<file path="config.mk">
export PLATFORM = sky130hd
export DESIGN_NAME = pipe_skid_stage
export DESIGN_NICKNAME = d
export VERILOG_FILES = /design/src/rtl/pipe_skid_stage.sv
export SDC_FILE = /design/constraint.sdc
export NUM_CORES = 1
export LEC_CHECK = 0
export ABC_AREA = 1
export BUFFER_PORTS_ARGS = -buffer_cell sky130_fd_sc_hd__buf_2
export CORE_MARGIN = 2
export CORE_UTILIZATION = 45
export DETAILED_ROUTE_END_ITERATION = 6
export PLACE_DENSITY = 0.69
export SYNTH_ARGS = -nofsm -noshare
export SYNTH_HDL_FRONTEND = slang
export SYNTH_SLANG_ARGS = --single-unit
</file>
<file path="constraint.sdc">
create_clock -name clk -period 1.9 [get_ports clk]
set_clock_uncertainty 0.05 [all_clocks]
set_input_delay 0.095 -clock clk [delete_from_list [all_inputs] [get_ports clk]]
set_output_delay 0.095 -clock clk [all_outputs]
set_load 0.01 [all_outputs]
</file>
<file path="src/rtl/pipe_skid_stage.sv">
`default_nettype none
// ============================================================================
// Module      : pipe_skid_stage
// Description : Generic pipeline stage register with a valid/ready handshake,
//               a 2-entry skid buffer (main + skid) for full throughput under
//               backpressure, a synchronous flush that forces a bubble, and a
//               saturating backpressure cycle counter.
// Revision    : 1.0 - initial release
// ============================================================================
module pipe_skid_stage #(
  parameter int DATA_W     = 32,
  parameter int DST_W      = 4,
  parameter int CTRL_W     = 6,
  parameter int FLUSH_ZERO = 1
) (
  input  logic              clk,
  input  logic              rst,
  input  logic              flush,
  input  logic              in_valid,
  output logic              in_ready,
  input  logic [DATA_W-1:0] in_data,
  input  logic [DST_W-1:0]  in_dst,
  input  logic [CTRL_W-1:0] in_ctrl,
  output logic              out_valid,
  input  logic              out_ready,
  output logic [DATA_W-1:0] out_data,
  output logic [DST_W-1:0]  out_dst,
  output logic [CTRL_W-1:0] out_ctrl,
  output logic [15:0]       stall_cycles
);

  localparam logic [15:0] c_STALL_MAX = 16'hFFFF;

  typedef enum logic [1:0] {
    ST_EMPTY = 2'd0,
    ST_ONE   = 2'd1,
    ST_FULL  = 2'd2
  } state_t;

  state_t              r_state;
  state_t              w_state_nxt;

  logic [DATA_W-1:0]   r_main_data;
  logic [DST_W-1:0]    r_main_dst;
  logic [CTRL_W-1:0]   r_main_ctrl;
  logic [DATA_W-1:0]   r_skid_data;
  logic [DST_W-1:0]    r_skid_dst;
  logic [CTRL_W-1:0]   r_skid_ctrl;
  logic [15:0]         r_stall_cycles;

  logic                w_in_xfer;
  logic                w_out_xfer;
  logic                w_main_valid;
  logic                w_load_main_in;
  logic                w_load_main_skid;
  logic                w_load_skid;

  // Handshake decode; in_ready depends only on registered state and rst,
  // so there is no combinational path from out_ready back to in_ready.
  assign w_main_valid = (r_state != ST_EMPTY);
  assign in_ready     = (r_state != ST_FULL) && !rst;
  assign w_in_xfer    = in_valid && in_ready;
  assign w_out_xfer   = w_main_valid && out_ready;

  // Occupancy FSM next state and datapath load selects.
  always_comb begin
    w_state_nxt      = r_state;
    w_load_main_in   = 1'b0;
    w_load_main_skid = 1'b0;
    w_load_skid      = 1'b0;
    case (r_state)
      ST_EMPTY: begin
        if (w_in_xfer) begin
          w_state_nxt    = ST_ONE;
          w_load_main_in = 1'b1;
        end
      end
      ST_ONE: begin
        if (w_in_xfer && w_out_xfer) begin
          w_load_main_in = 1'b1;
        end else if (w_in_xfer) begin
          w_state_nxt = ST_FULL;
          w_load_skid = 1'b1;
        end else if (w_out_xfer) begin
          w_state_nxt = ST_EMPTY;
        end
      end
      ST_FULL: begin
        // in_ready is low here, so only a drain can happen.
        if (w_out_xfer) begin
          w_state_nxt      = ST_ONE;
          w_load_main_skid = 1'b1;
        end
      end
      default: w_state_nxt = ST_EMPTY;
    endcase
  end

  // State register: reset and flush both return to EMPTY, discarding entries.
  always_ff @(posedge clk) begin
    if (rst || flush) begin
      r_state <= ST_EMPTY;
    end else begin
      r_state <= w_state_nxt;
    end
  end

  // Main/skid entry storage; flush kills ctrl and skid, optionally payload.
  always_ff @(posedge clk) begin
    if (rst) begin
      r_main_data <= '0;
      r_main_dst  <= '0;
      r_main_ctrl <= '0;
      r_skid_data <= '0;
      r_skid_dst  <= '0;
      r_skid_ctrl <= '0;
    end else if (flush) begin
      r_main_ctrl <= '0;
      r_skid_data <= '0;
      r_skid_dst  <= '0;
      r_skid_ctrl <= '0;
      if (FLUSH_ZERO != 0) begin
        r_main_data <= '0;
        r_main_dst  <= '0;
      end
    end else begin
      if (w_load_main_in) begin
        r_main_data <= in_data;
        r_main_dst  <= in_dst;
        r_main_ctrl <= in_ctrl;
      end else if (w_load_main_skid) begin
        r_main_data <= r_skid_data;
        r_main_dst  <= r_skid_dst;
        r_main_ctrl <= r_skid_ctrl;
      end
      if (w_load_skid) begin
        r_skid_data <= in_data;
        r_skid_dst  <= in_dst;
        r_skid_ctrl <= in_ctrl;
      end else if (w_load_main_skid) begin
        r_skid_data <= '0;
        r_skid_dst  <= '0;
        r_skid_ctrl <= '0;
      end
    end
  end

  // Saturating count of backpressured cycles; only reset clears it.
  always_ff @(posedge clk) begin
    if (rst) begin
      r_stall_cycles <= '0;
    end else if (w_main_valid && !out_ready && (r_stall_cycles != c_STALL_MAX)) begin
      r_stall_cycles <= r_stall_cycles + 16'd1;
    end
  end

  // Outputs; ctrl is forced to zero on a bubble so write-enables never leak.
  assign out_valid    = w_main_valid;
  assign out_data     = r_main_data;
  assign out_dst      = r_main_dst;
  assign out_ctrl     = w_main_valid ? r_main_ctrl : '0;
  assign stall_cycles = r_stall_cycles;

endmodule
`default_nettype wire

</file>
Word-level counts from Yosys, hierarchy flattened --
Index checks and enable logic that the tools add are counted.
Cells by class: equal/unequal tests 8, multiplexer cells 26, reductions and logical operators 15, add/sub/neg operators 1
Operators by type and width (count):
- $mux W32 | 4
- $mux W6 | 5
- $add A16 B1 Y16 const B | 1
- $mux W4 | 4
- $ne A16 B16 Y1 const B | 1
- $mux W2 | 5
- $ne A2 B2 Y1 const B | 4
- $logic_and A1 B1 Y1 | 6
- $mux W1 | 6
- $pmux W2 S3 | 1
- $reduce_bool A2 Y1 | 3
- $reduce_and A4 Y1 | 1
- $ne A3 B3 Y1 const B | 1
- $eq A2 B1 Y1 const B | 1
- $eq A2 B2 Y1 const B | 1
- $logic_not A1 Y1 | 2
- $logic_not A2 Y1 | 1
- $pmux W1 S2 | 1
- $reduce_or A2 Y1 | 1
- $logic_or A1 B1 Y1 | 1
Word-level totals: logic and storage cells 58, flip-flop bits (word level) 102, input port bits 47, output and inout port bits 60

Logic depth before layout (Yosys ltp) --
word-level depth 7, gate-level depth with buffers 10, depth with buffers taken out 10

Least setup slack after synthesis --
Ideal clock, no wire load.
kind register -> register, start point reg r_stall_cycles[0], in the netlist stall_cycles[0], end point reg r_stall_cycles[11], in the netlist stall_cycles[11], data arrival time 1.576 ns, path slack 0.141 ns, data required time 1.718 ns, cell stages (with the launch flop) 10, setup time 0.132 ns, buffers on the path 1, clock period less this slack 1.759 ns, cells stage by stage dfxtp_1 ha_1 nand2_1 nor2_1 nand3_1 nand2_1 nand2_2 buf_2 nand2_1 a21oi_1
Between the ends: word-level cells in the longest chain between the ends 2, elaborated cells between the ends (all ways) 3, those cells by class add/sub (1); eq/ne (1); reduce/logical (1)
Ends and longest elaborated chain:
- start, declared | RTL line 49 | logic [15:0] r_stall_cycles;
- start signal, assigned | RTL line 153 | r_stall_cycles <= r_stall_cycles + 16'd1;
- parallel branches: the longest is 2 deep, another holds $add A16 B1 Y16
Parallel ways; which one is timed is not known. A chain may end at the register's enable or synchronous reset.

Worst setup path in the final report --
start point reg r_state[1], end point reg r_main_data[30], in the netlist out_data[30]
Between the ends: word-level cells in the longest chain between the ends 7, elaborated cells between the ends (all ways) 16, those cells by class eq/ne (3); mux (6); reduce/logical (7)
Ends and longest elaborated chain:
- start, declared | RTL line 40 | state_t r_state;
- start signal, assigned | RTL line 104 | r_state <= w_state_nxt;
- $ne A2 B2 Y1 | RTL line 61 | assign in_ready = (r_state != ST_FULL) && !rst;
- $logic_and A1 B1 Y1 | RTL line 61
- $logic_and A1 B1 Y1 | RTL line 62 | assign w_in_xfer = in_valid && in_ready;
- $logic_and A1 B1 Y1 | RTL line 79 | if (w_in_xfer && w_out_xfer) begin
- $mux W1 | RTL line 79
- $pmux W1 S2 | RTL line 71 | case (r_state)
- $mux W32 / $reduce_bool A2 Y1 (equally long branches)
- end signal, assigned | RTL line 128 | r_main_data <= in_data;
- end signal, assigned | RTL line 132 | r_main_data <= r_skid_data;
- end, declared | RTL line 43 | logic [DATA_W-1:0] r_main_data;
Parallel ways exist; a longest one is shown, timed or not.

==> results.py <==
metrics = {
    "outcome": {
        "status": "complete, no violations",
    },
    "worst_setup_path": {
        "cp_common_cell": "nand2_1",
        "critPathLaunchType": "register",
        "crit_arrival_ps": 2000,
        "crit_required_ps": 2140,
        "rrSetupSlack_ps": 140,
        "reg2reg_to": "out_data[30]$_SDFFE_PP0P_",
        "crit_slowest_cell": "dfxtp_1",
        "cp_cell_sequence": "nand2_1, nand3_1, nor3_4, buf_4, nor2_4, buf_12, nand2_1, a21oi_1",
        "crit_type": "register to register",
        "crit-reg2reg-launch": "r_state[1]$_SDFFE_PP0P_",
        "worstPathMaxFanout": 23,
        "slowest_delay_ps": 500,
        "cp-end-kind": "register",
        "r2r_cells": 8,
    },
    "route": {
        "dr.pass1.iters": 4,
        "postRouteWirelength_um": 11300,
        "wl_per_cell_um": 13.0,
        "vias": 4348,
        "drcViolationCount": 0,
        "detail-route-antenna-nets": 0,
        "via_per_inst": 5.00,
        "drt-initial-drc-count": 178,
    },
    "sta": {
        "tightest_slew_ps": 573,
        "slew_violations": 0,
        "period_minus_slack_ps": 1760,
        "fin_ws_ps": 142,
        "relSlewSlack": 0.617,
        "hold_viol": 0,
        "fmax_mhz": 569,
        "holdWs_ps": 11.4,
        "fin_crit_sh": 0.925,
        "setup_viol": 0,
    },
    "placed_design": {
        "dp_hpwl_um": 7130,
        "port_buffers": 106,
        "dp.cells": 810,
        "gp_congestion": 0.814,
        "pre_cts_slack_ps": -30.4,
    },
    "yosys": {
        "synth_top_area_frac": 0.473,
        "yosys.cell_count.top_type": "nand2_1",
        "synth_fp_nets": 641,
        "synth_area_um2": 4310,
        "synth_edf_count": 0,
        "synth_seq_cells": 102,
        "netlist_instances": 593,
        "synth.area.top_cells": "dfxtp_1, nand2_1, a21oi_1, a21boi_1, a21boi_0",
        "ys_types": 25,
        "ys_seq_area_frac": 0.473,
        "ys.flop_type": "dfxtp_1",
        "synth-async-reset-ratio": 0,
        "syn_area_per_cell_um2": 7.27,
        "yosysWarnings": 0,
        "netlist_top_cells_count": "nand2_1, dfxtp_1, a21oi_1",
        "synth_top_cell_by_area": "dfxtp_1",
    },
    "floorplan": {
        "core_um2": 9280,
        "die_w_um": 102,
        "rows": 35,
        "io-pin-count": 107,
        "initial_utilization": 0.465,
        "die_area_um2": 10400,
        "die_h_um": 102,
    },
    "job": {
        "cap_violations": 0,
    },
    "power_and_ir_drop": {
        "power_density_nw_per_um2": 721,
        "leakagePower_nw": 2.20,
        "total_power_mw": 4.12,
        "peakVddDrop_v": 0.000456,
    },
    "clock_tree": {
        "clock_latency_ps": 360,
        "clock_path_buffers": 2,
        "cts_tree": "built",
        "clk_pin_slew_worst_paths_ps": 100,
        "cts_buffers": 9,
        "clock_sinks": 102,
        "h-tree-depth": 3,
        "clock-root-buffer": "clkbuf_8",
    },
    "global_route": {
        "grt_max_degree": 47,
        "grt_pass1_wl_um": 18500,
        "grt_overflow": 0,
        "grt_pass1_vias": 4041,
        "antenna_found_initial": 0,
        "busiest_layer": "met2",
        "grt_use_met3": 0.0349,
        "grt_usage": 0.220,
        "use_met1": 0.288,
        "use_met2": 0.363,
    },
    "final_layout": {
        "drive_above_1_share": 0.205,
        "antenna_cells": 0,
        "seq_area_um2": 2040,
        "stdcell_count": 869,
        "multi_input_area_um2": 2090,
        "nNetsFinal": 784,
        "fillCellCount": 851,
        "layout-area-overhead-vs-synth_pct": 32.6,
    },
    "min_path": {
        "hold_path_class": "input port to register",
        "hold_depth": 4,
        "min_to": "stall_cycles[14]$_SDFFE_PP0P_",
        "hold_start": "rst",
    },
}
==> through the flow <==
stage	setup TNS [ps]	util	cell area, µm²
2_1_floorplan	0	-	4310
3_3_place_gp	0	0.542	5030
3_5_place_dp	-73.9	0.542	5030
4_1_cts	0	0.614	5700
5_1_grt	-23.7	0.616	5720
6_report	0	0.616	5720
==> critical path: cells and delay by family, from the launching register on <==
family	cells	cell delay [ps]
compound gates	1	150
buf+inv	2	340
flops	1	500
simple gates	5	650
==> logic make-up after synthesis <==
kind of cell / share of synthesized area
AO/OA/AOI/OAI: 0.194
AND/OR/NAND/NOR: 0.260
adder cells (fa/ha/maj): 0.00290
XOR/XNOR: 0.0162
buffers and inverters: 0.0537
flip-flops: 0.473
==> placed cells by master (no fill, tap or decap), types with 2 or more instances in the layout <==
cell type / count
nand3_1: 22
a21boi_1: 24
dfxtp_1: 101
buf_12: 2
nand4_1: 4
xnor2_1: 4
buf_2: 106
buf_4: 14
inv_2: 2
bufinv_16: 3
nor2_1: 26
a21oi_1: 99
nand2_1: 219
inv_1: 20
xor2_1: 4
a21boi_0: 18
nor2_4: 6
clkbuf_8: 9
dlygate4sd3_1: 42
==> registers in the layout, summed over array words and instances (netlist names) <==
name,flops
out_data,32
out_dst,4
r_main_ctrl,6
r_skid_ctrl,6
r_skid_data,32
r_skid_dst,4
r_state,2
stall_cycles,16
==> cell type report <==
class | instances | area share
inverter | 22 | 0.0144
clock buffer | 9 | 0.0217
multi-input combinational | 436 | 0.365
clock inverter | 6 | 0.0195
tap | 129 | 0.0282
timing repair buffer | 165 | 0.194
sequential | 102 | 0.357
==> power breakdown <==
| part | switching [mW] | internal, mW | leakage (nW) |
|---|---|---|---|
| combinational | 0.181 | 0.160 | 1.27 |
| clock | 0.739 | 0.868 | 0.115 |
| sequential | 0.0131 | 2.16 | 0.824 |
| total | 0.933 | 3.19 | 2.20 |
==> worst max path at each step <==
stage,start,to,slack (ps),cells past startpoint
6_report,r_state[1]$_SDFFE_PP0P_,out_data[30]$_SDFFE_PP0P_,140,8
4_1_cts,r_state[0]$_SDFFE_PP0P_,out_data[28]$_SDFFE_PP0P_,50,7
5_1_grt,r_state[1]$_SDFFE_PP0P_,r_skid_data[18]$_SDFFE_PP0P_,-20,6
2_1_floorplan,stall_cycles[0]$_SDFFE_PP0P_,stall_cycles[11]$_SDFFE_PP0P_,140,9
3_3_place_gp,r_state[1]$_SDFFE_PP0P_,stall_cycles[14]$_SDFFE_PP0P_,40,8
3_5_place_dp,r_state[1]$_SDFFE_PP0P_,r_skid_data[31]$_SDFFE_PP0P_,-30,6
==> layer usage <==
layer  vias to the layer above  wire, µm  part of all wire
met5                         -         0                 0
met4                         0       299             0.027
met3                        26       528             0.047
met2                       116      5310              0.47
met1                      2002      5130              0.46
li1                       2204         -                 -
==> what timing repair did <==
| item | CTS | global route |
|---|---|---|
| setup endpoints to repair | 21 | 34 |
| pin swaps | 1 | 1 |
| cloned | 1 | 0 |
| gates resized for setup | 2 | 3 |
| buffers inserted | 0 | 1 |
| hold buffers | 42 | 0 |
| hold endpoints to repair | 76 | 0 |
(Power assumes the default switching activity.)
